### src/rtl/vending_machine_p.sv
// Multi-item vending controller with per-item prices and stock, debounced buttons,
// saturating credit with coin rejection, and cancel/refund through a single change cycle.
module vending_machine_p #(
    parameter int                        NUM_ITEMS       = 4,
    parameter int                        CW              = 8,
    parameter logic [NUM_ITEMS*CW-1:0]   PRICES          = {8'd30, 8'd25, 8'd20, 8'd15},
    parameter logic [3*CW-1:0]           COIN_VALS       = {8'd25, 8'd10, 8'd5},
    parameter logic [CW-1:0]             MAX_CREDIT      = 8'd200,
    parameter int                        STOCK_W         = 4,
    parameter logic [STOCK_W-1:0]        STOCK_INIT      = 4'd8,
    parameter int                        DEBOUNCE_CYCLES = 100000
) (
    input  logic                  clk,
    input  logic                  clr,
    input  logic [2:0]            in,
    input  logic [NUM_ITEMS-1:0]  choice,
    input  logic                  cancel,
    output logic [NUM_ITEMS-1:0]  item,
    output logic [CW-1:0]         total,
    output logic [CW-1:0]         cost_or_ret,
    output logic                  change_valid,
    output logic                  coin_reject,
    output logic [NUM_ITEMS-1:0]  sold_out,
    output logic [1:0]            state_o
);

    localparam int DB_N  = 4 + NUM_ITEMS;
    localparam int CNT_W = (DEBOUNCE_CYCLES > 2) ? $clog2(DEBOUNCE_CYCLES) : 1;
    localparam int IW    = (NUM_ITEMS > 1) ? $clog2(NUM_ITEMS) : 1;
    localparam int AW    = CW + 2;
    localparam logic [CNT_W-1:0] DB_LAST = CNT_W'(DEBOUNCE_CYCLES - 1);

    typedef enum logic [1:0] {
        S_IDLE   = 2'd0,
        S_SELECT = 2'd1,
        S_VEND   = 2'd2,
        S_CHANGE = 2'd3
    } state_t;

    state_t                 r_state;
    logic [CW-1:0]          r_total;
    logic [CW-1:0]          r_cost;
    logic [NUM_ITEMS-1:0]   r_item;
    logic                   r_changeValid;
    logic                   r_coinReject;
    logic [IW-1:0]          r_sel;
    logic [STOCK_W-1:0]     r_stock [NUM_ITEMS];

    logic [CNT_W-1:0]       r_dbCnt [DB_N];
    logic [DB_N-1:0]        r_filt;
    logic [3:0]             r_filtPrev;

    logic [DB_N-1:0]        w_raw;
    logic [3:0]             w_edge;
    logic [2:0]             w_coinEdge;
    logic                   w_cancelEdge;
    logic [NUM_ITEMS-1:0]   w_choiceLvl;
    logic [AW-1:0]          w_coinSum;
    logic [AW-1:0]          w_newTotal;
    logic                   w_overMax;
    logic [IW-1:0]          w_choiceIdx;
    logic                   w_choiceOneHot;
    logic                   w_choiceOk;
    logic [CW-1:0]          w_price;
    logic [NUM_ITEMS-1:0]   w_soldOut;

    assign w_raw = {choice, cancel, in};

    // Each button level is accepted only after it has differed from the filtered level for DEBOUNCE_CYCLES cycles.
    always_ff @(posedge clk) begin
        if (clr) begin
            for (int i = 0; i < DB_N; i++) begin
                r_dbCnt[i] <= '0;
            end
            r_filt     <= '0;
            r_filtPrev <= '0;
        end else begin
            r_filtPrev <= r_filt[3:0];
            for (int i = 0; i < DB_N; i++) begin
                if (w_raw[i] == r_filt[i]) begin
                    r_dbCnt[i] <= '0;
                end else if (r_dbCnt[i] == DB_LAST) begin
                    r_filt[i]  <= w_raw[i];
                    r_dbCnt[i] <= '0;
                end else begin
                    r_dbCnt[i] <= r_dbCnt[i] + CNT_W'(1);
                end
            end
        end
    end

    assign w_edge       = r_filt[3:0] & ~r_filtPrev;
    assign w_coinEdge   = w_edge[2:0];
    assign w_cancelEdge = w_edge[3];
    assign w_choiceLvl  = r_filt[DB_N-1:4];

    always_comb begin
        w_coinSum = '0;
        for (int k = 0; k < 3; k++) begin
            if (w_coinEdge[k]) begin
                w_coinSum = w_coinSum + AW'(COIN_VALS[k*CW +: CW]);
            end
        end
    end

    // Widened sum so a saturating deposit is detected instead of wrapping.
    assign w_newTotal = AW'(r_total) + w_coinSum;
    assign w_overMax  = w_newTotal > AW'(MAX_CREDIT);

    always_comb begin
        w_choiceIdx = '0;
        for (int i = 0; i < NUM_ITEMS; i++) begin
            if (w_choiceLvl[i]) begin
                w_choiceIdx = IW'(i);
            end
        end
    end

    assign w_choiceOneHot = (w_choiceLvl != '0) &&
                            ((w_choiceLvl & (w_choiceLvl - NUM_ITEMS'(1))) == '0);
    assign w_choiceOk     = w_choiceOneHot && (r_stock[w_choiceIdx] != '0);
    assign w_price        = PRICES[int'(r_sel)*CW +: CW];

    always_comb begin
        w_soldOut = '0;
        for (int i = 0; i < NUM_ITEMS; i++) begin
            w_soldOut[i] = (r_stock[i] == '0);
        end
    end

    // Credit, stock and all display outputs are registered alongside the state so they line up with it.
    always_ff @(posedge clk) begin
        if (clr) begin
            r_state       <= S_IDLE;
            r_total       <= '0;
            r_cost        <= '0;
            r_item        <= '0;
            r_changeValid <= 1'b0;
            r_coinReject  <= 1'b0;
            r_sel         <= '0;
            for (int i = 0; i < NUM_ITEMS; i++) begin
                r_stock[i] <= STOCK_INIT;
            end
        end else begin
            r_item        <= '0;
            r_changeValid <= 1'b0;
            r_coinReject  <= 1'b0;

            if (|w_coinEdge) begin
                if (r_state == S_VEND || r_state == S_CHANGE || w_overMax) begin
                    r_coinReject <= 1'b1;
                end else begin
                    r_total <= w_newTotal[CW-1:0];
                end
            end

            case (r_state)
                S_IDLE: begin
                    if (w_cancelEdge && r_total != '0) begin
                        r_state       <= S_CHANGE;
                        r_cost        <= r_total;
                        r_changeValid <= 1'b1;
                    end else if (w_choiceOk) begin
                        r_state <= S_SELECT;
                        r_sel   <= w_choiceIdx;
                        r_cost  <= PRICES[int'(w_choiceIdx)*CW +: CW];
                    end
                end
                S_SELECT: begin
                    if (w_cancelEdge) begin
                        r_state       <= S_CHANGE;
                        r_cost        <= r_total;
                        r_changeValid <= 1'b1;
                    end else if (r_total >= w_price) begin
                        r_state <= S_VEND;
                        r_cost  <= '0;
                        r_item  <= NUM_ITEMS'(1) << r_sel;
                    end
                end
                S_VEND: begin
                    if (r_stock[r_sel] != '0) begin
                        r_stock[r_sel] <= r_stock[r_sel] - STOCK_W'(1);
                    end
                    r_state       <= S_CHANGE;
                    r_cost        <= r_total - w_price;
                    r_changeValid <= 1'b1;
                end
                default: begin
                    r_state <= S_IDLE;
                    r_total <= '0;
                    r_cost  <= '0;
                end
            endcase
        end
    end

    assign item         = r_item;
    assign total        = r_total;
    assign cost_or_ret  = r_cost;
    assign change_valid = r_changeValid;
    assign coin_reject  = r_coinReject;
    assign sold_out     = w_soldOut;
    assign state_o      = r_state;

endmodule
### config.mk
export PLATFORM = sky130hd
export DESIGN_NAME = vending_machine_p
export DESIGN_NICKNAME = d
export VERILOG_FILES = /design/src/rtl/vending_machine_p.sv
export SDC_FILE = /design/constraint.sdc
export NUM_CORES = 1
export LEC_CHECK = 0
export ABC_AREA = 1
export CAP_MARGIN = 20
export CORE_AREA = 5 5 155 157
export DETAILED_ROUTE_END_ITERATION = 6
export DIE_AREA = 0 0 160 162
export HOLD_SLACK_MARGIN = 0.05
export PLACE_DENSITY = 0.67
export SYNTH_ARGS = -nofsm -noshare
export SYNTH_HDL_FRONTEND = slang
export SYNTH_SLANG_ARGS = --single-unit
### constraint.sdc
create_clock -name clk -period 4.73 [get_ports clk]
set_input_delay 0.946 -clock clk [delete_from_list [all_inputs] [get_ports clk]]
set_output_delay 0.946 -clock clk [all_outputs]
set_load 0.005 [all_outputs]
==> flow_summary.ini <==
[status]
status = finished, final reports clean

[yosys]
ys.flop_type = edfxtp_1
synth_area_leaders = edfxtp_1, nand2_1, dfxtp_1
netlist_area_um2 = 11080
yosysTopAreaCell = edfxtp_1
synth_seq_cells = 192
yosys_warnings = 0
yosysSeqAreaShare = 0.4843
async_flop_share = 0
syn_avg_cell_area_um2 = 8.206
synth_top_area_frac = 0.4120
postSynthCellCount = 1350
synth_edf_count = 152
ys_types = 50

[routing]
drt_iter0_markers = 484
avgRoutedWirePerCell_um = 11.74
dr.pass1.iters = 7
vias = 8853
ant_nets = 0
drcViolationCount = 0
drt-total-wl_mm = 21.38
viasPerCell = 4.862

[floorplan]
die_h_um = 162
io_pins = 38
core_area_um2 = 22370
start_util = 0.4953
rows = 55
die-area_um2 = 25920
dieWidth_um = 160

[sta]
post-route-period-util = 0.6225
worst_pin_slew_ns = 0.6599
final_max_slew_viol_count = 0
fin_skew_ns = 0.008810
slew_headroom = 0.5563
fmax_mhz = 339.6
setup_viol = 0
finalSetupTns_ns = 0
rsz0062_at_grt = no
hold_slack_ns = 0.4634
hold_violations = 0
min_period_ns = 2.945
fin_ws_ns = 1.785

[setup_path]
crit_top_cell = a21oi_1
cp_slowest_cell = inv_1
critPathKind = input port to flip-flop
start_kind = input port
worstPathRequired_ns = 5.01
worst-path-buf-inv = 3
cp-end-kind = flip-flop
cp.arrival_ns = 3.23
crit_chain = clkdlybuf4s50_1 -> buf_4 -> inv_1 -> o21ai_0 -> a21oi_1 -> nand2_1 -> o21bai_1 -> a21oi_1
critPathTopFamily = buffers and inverters
worstPathMaxFanout = 26
slowest_delay_ns = 0.52

[place]
routabilityCongestion = 0.8825
dp_hpwl_mm = 16.43
dpl_worst_slack_ns = 1.310
dp_cells = 1789
portBuffers = 37
place_area_um2 = 12220

[cts]
cts.sinks = 192
cts.htree.levels = 4
cts_setup_buffers = 0
hold_buffers = 0
insertion_delay_ns = 0.43
path_clk_slew_ns = 0.07
cts_tree = done
cts-resized-gates = 0
cts_max_path_buffers = 2
cts_root_buf = clkbuf_16
cts_buffers = 17

[finish]
drive_above_1_share = 0.03971
fin_cells = 1821
fin_nets = 1565
final_cell_area_um2 = 12770
fin_util = 0.5709
antenna_cells = 0
area_delta_synth_final_pct = 15.25

[power_and_ir_drop]
peakVddDrop_v = 0.0002188
leakage_nw = 5.471
p_per_area_nw_per_um2 = 292.0
finalPower_mw = 3.728

[flow_run]
maxCapViolations = 0

[global_routing]
gr-usage-all-layers = 0.1666
overflow = 0
antenna_found_initial = 0
grt_pass1_wl_mm = 36.26
grt_pass1_vias = 8236
grt_max_degree = 27

[worst_hold_path]
hold_path_class = flip-flop to flip-flop
[cell usage after synthesis, types with 6 or more instances]
cell type	number
nor3_1	56
buf_2	8
inv_1	199
nand3b_1	6
ha_1	30
or2_2	6
nand2_1	251
clkbuf_1	7
nor3b_1	24
xor2_1	41
and3_1	7
nor2_1	202
dfxtp_1	40
nor4_1	8
edfxtp_1	152
a211oi_1	6
nand4_1	31
a21oi_1	79
o21ai_0	35
nand3_1	100
[state kept, by name (all words and copies together) (netlist names), named ones only]
name,count
r_dbCnt,136
r_stock,16
cost_or_ret,8
r_filt,8
total,8
item,4
r_filtPrev,4
r_sel,2
state_o,2
change_valid,1
coin_reject,1
[area by class of cell]
cell class              count  area (µm²)
repair buffers             38       377.9
clock inverters            13       115.1
fillers                  2091        9598
flip-flops and latches    192        5365
multi-input cells        1070        5354
inverters                 204       765.7
clock buffers              19       432.9
well taps                 285       356.6
[per-layer routing]
metal,vias to the layer above,GRT usage,share of wire
li1,4710,-,-
met5,-,0,0
met2,101,0.2977,0.49
met1,4017,0.2053,0.46
met3,25,0.03527,0.032
met4,0,0.04537,0.015
[placed cells by master, fill, tap and decap left out, types with 3 or more instances in the layout]
master           Yosys  final
nor3_2               4      4
clkinv_2             0      3
or2_1                4      4
nand3b_1             6      6
nor4_1               8      8
edfxtp_1           152    152
nor4_2               4      4
nand4_1             31     31
clkbuf_16            0     17
a21oi_1             79     79
or2_2                6      6
nor2_2               5      5
ha_1                30     30
nor2_1             202    202
xnor2_1              4      4
nor3b_1             24     24
o21ai_0             35     35
clkinv_1             1      3
xor2_1              41     41
nand2_1            251    251
inv_2                4      4
a211oi_1             6      6
and3_1               7      7
nor3_1              56     56
and2_1               3      3
o21a_1               4      4
clkdlybuf4s50_1      0     37
dfxtp_1             40     40
conb_1               1    136
nand3_1            100    100
o32ai_1              3      3
clkinv_4             0      4
inv_1              199    199
[where the power goes]
group	internal, mW	switching (mW)	total (mW)	leakage (nW)
Clock	0.728	0.625	1.35	0.268
Combinational	0.152	0.230	0.382	3.33
Sequential	1.92	0.0743	1.99	1.87
[final timing paths]
kind | from | end | slack [ns] | cells past startpoint
setup / recovery | clr | r_dbCnt[1][15]$_SDFFCE_PN0P_ | 1.79 | 8
hold / removal | cost_or_ret[5]$_SDFFE_PP0P_ | cost_or_ret[5]$_SDFFE_PP0P_ | 0.46 | 2
setup reg to reg | r_filt[2]$_SDFFE_PP0P_ | total[2]$_SDFFE_PP0P_ | 1.87 | 16
hold reg to reg | cost_or_ret[5]$_SDFFE_PP0P_ | cost_or_ret[5]$_SDFFE_PP0P_ | 0.46 | 2
[worst reg2reg max path, stage by stage, from the launching register on]
cell and delay, ns:
dfxtp_1 0.32, inv_1 0.07, nor2_1 0.11, inv_1 0.09, nor3_1 0.33, nand2_1 0.08, o21ai_0 0.08, inv_1 0.06
ha_1 0.34, or2_1 0.24, nand3_1 0.12, nand2_1 0.09, a31oi_2 0.27, nand3_2 0.29, nand2_1 0.13, nand2_1 0.05
nor2_1 0.11
[cells by family (layout without fill, tap and decap cells)]
kind of cell / Yosys count / in the layout / share of synthesized area
buffers and inverters: 223 / 274 / 0.07816
XOR/XNOR: 45 / 45 / 0.03558
other: 1 / 136 / 0.0003385
flip-flops: 192 / 192 / 0.4843
AND/OR/NAND/NOR: 717 / 717 / 0.2937
adder cells (fa/ha/maj): 32 / 32 / 0.03750
AO/OA/AOI/OAI: 140 / 140 / 0.07048
Note: power is estimated with default switching activity, not from simulation.
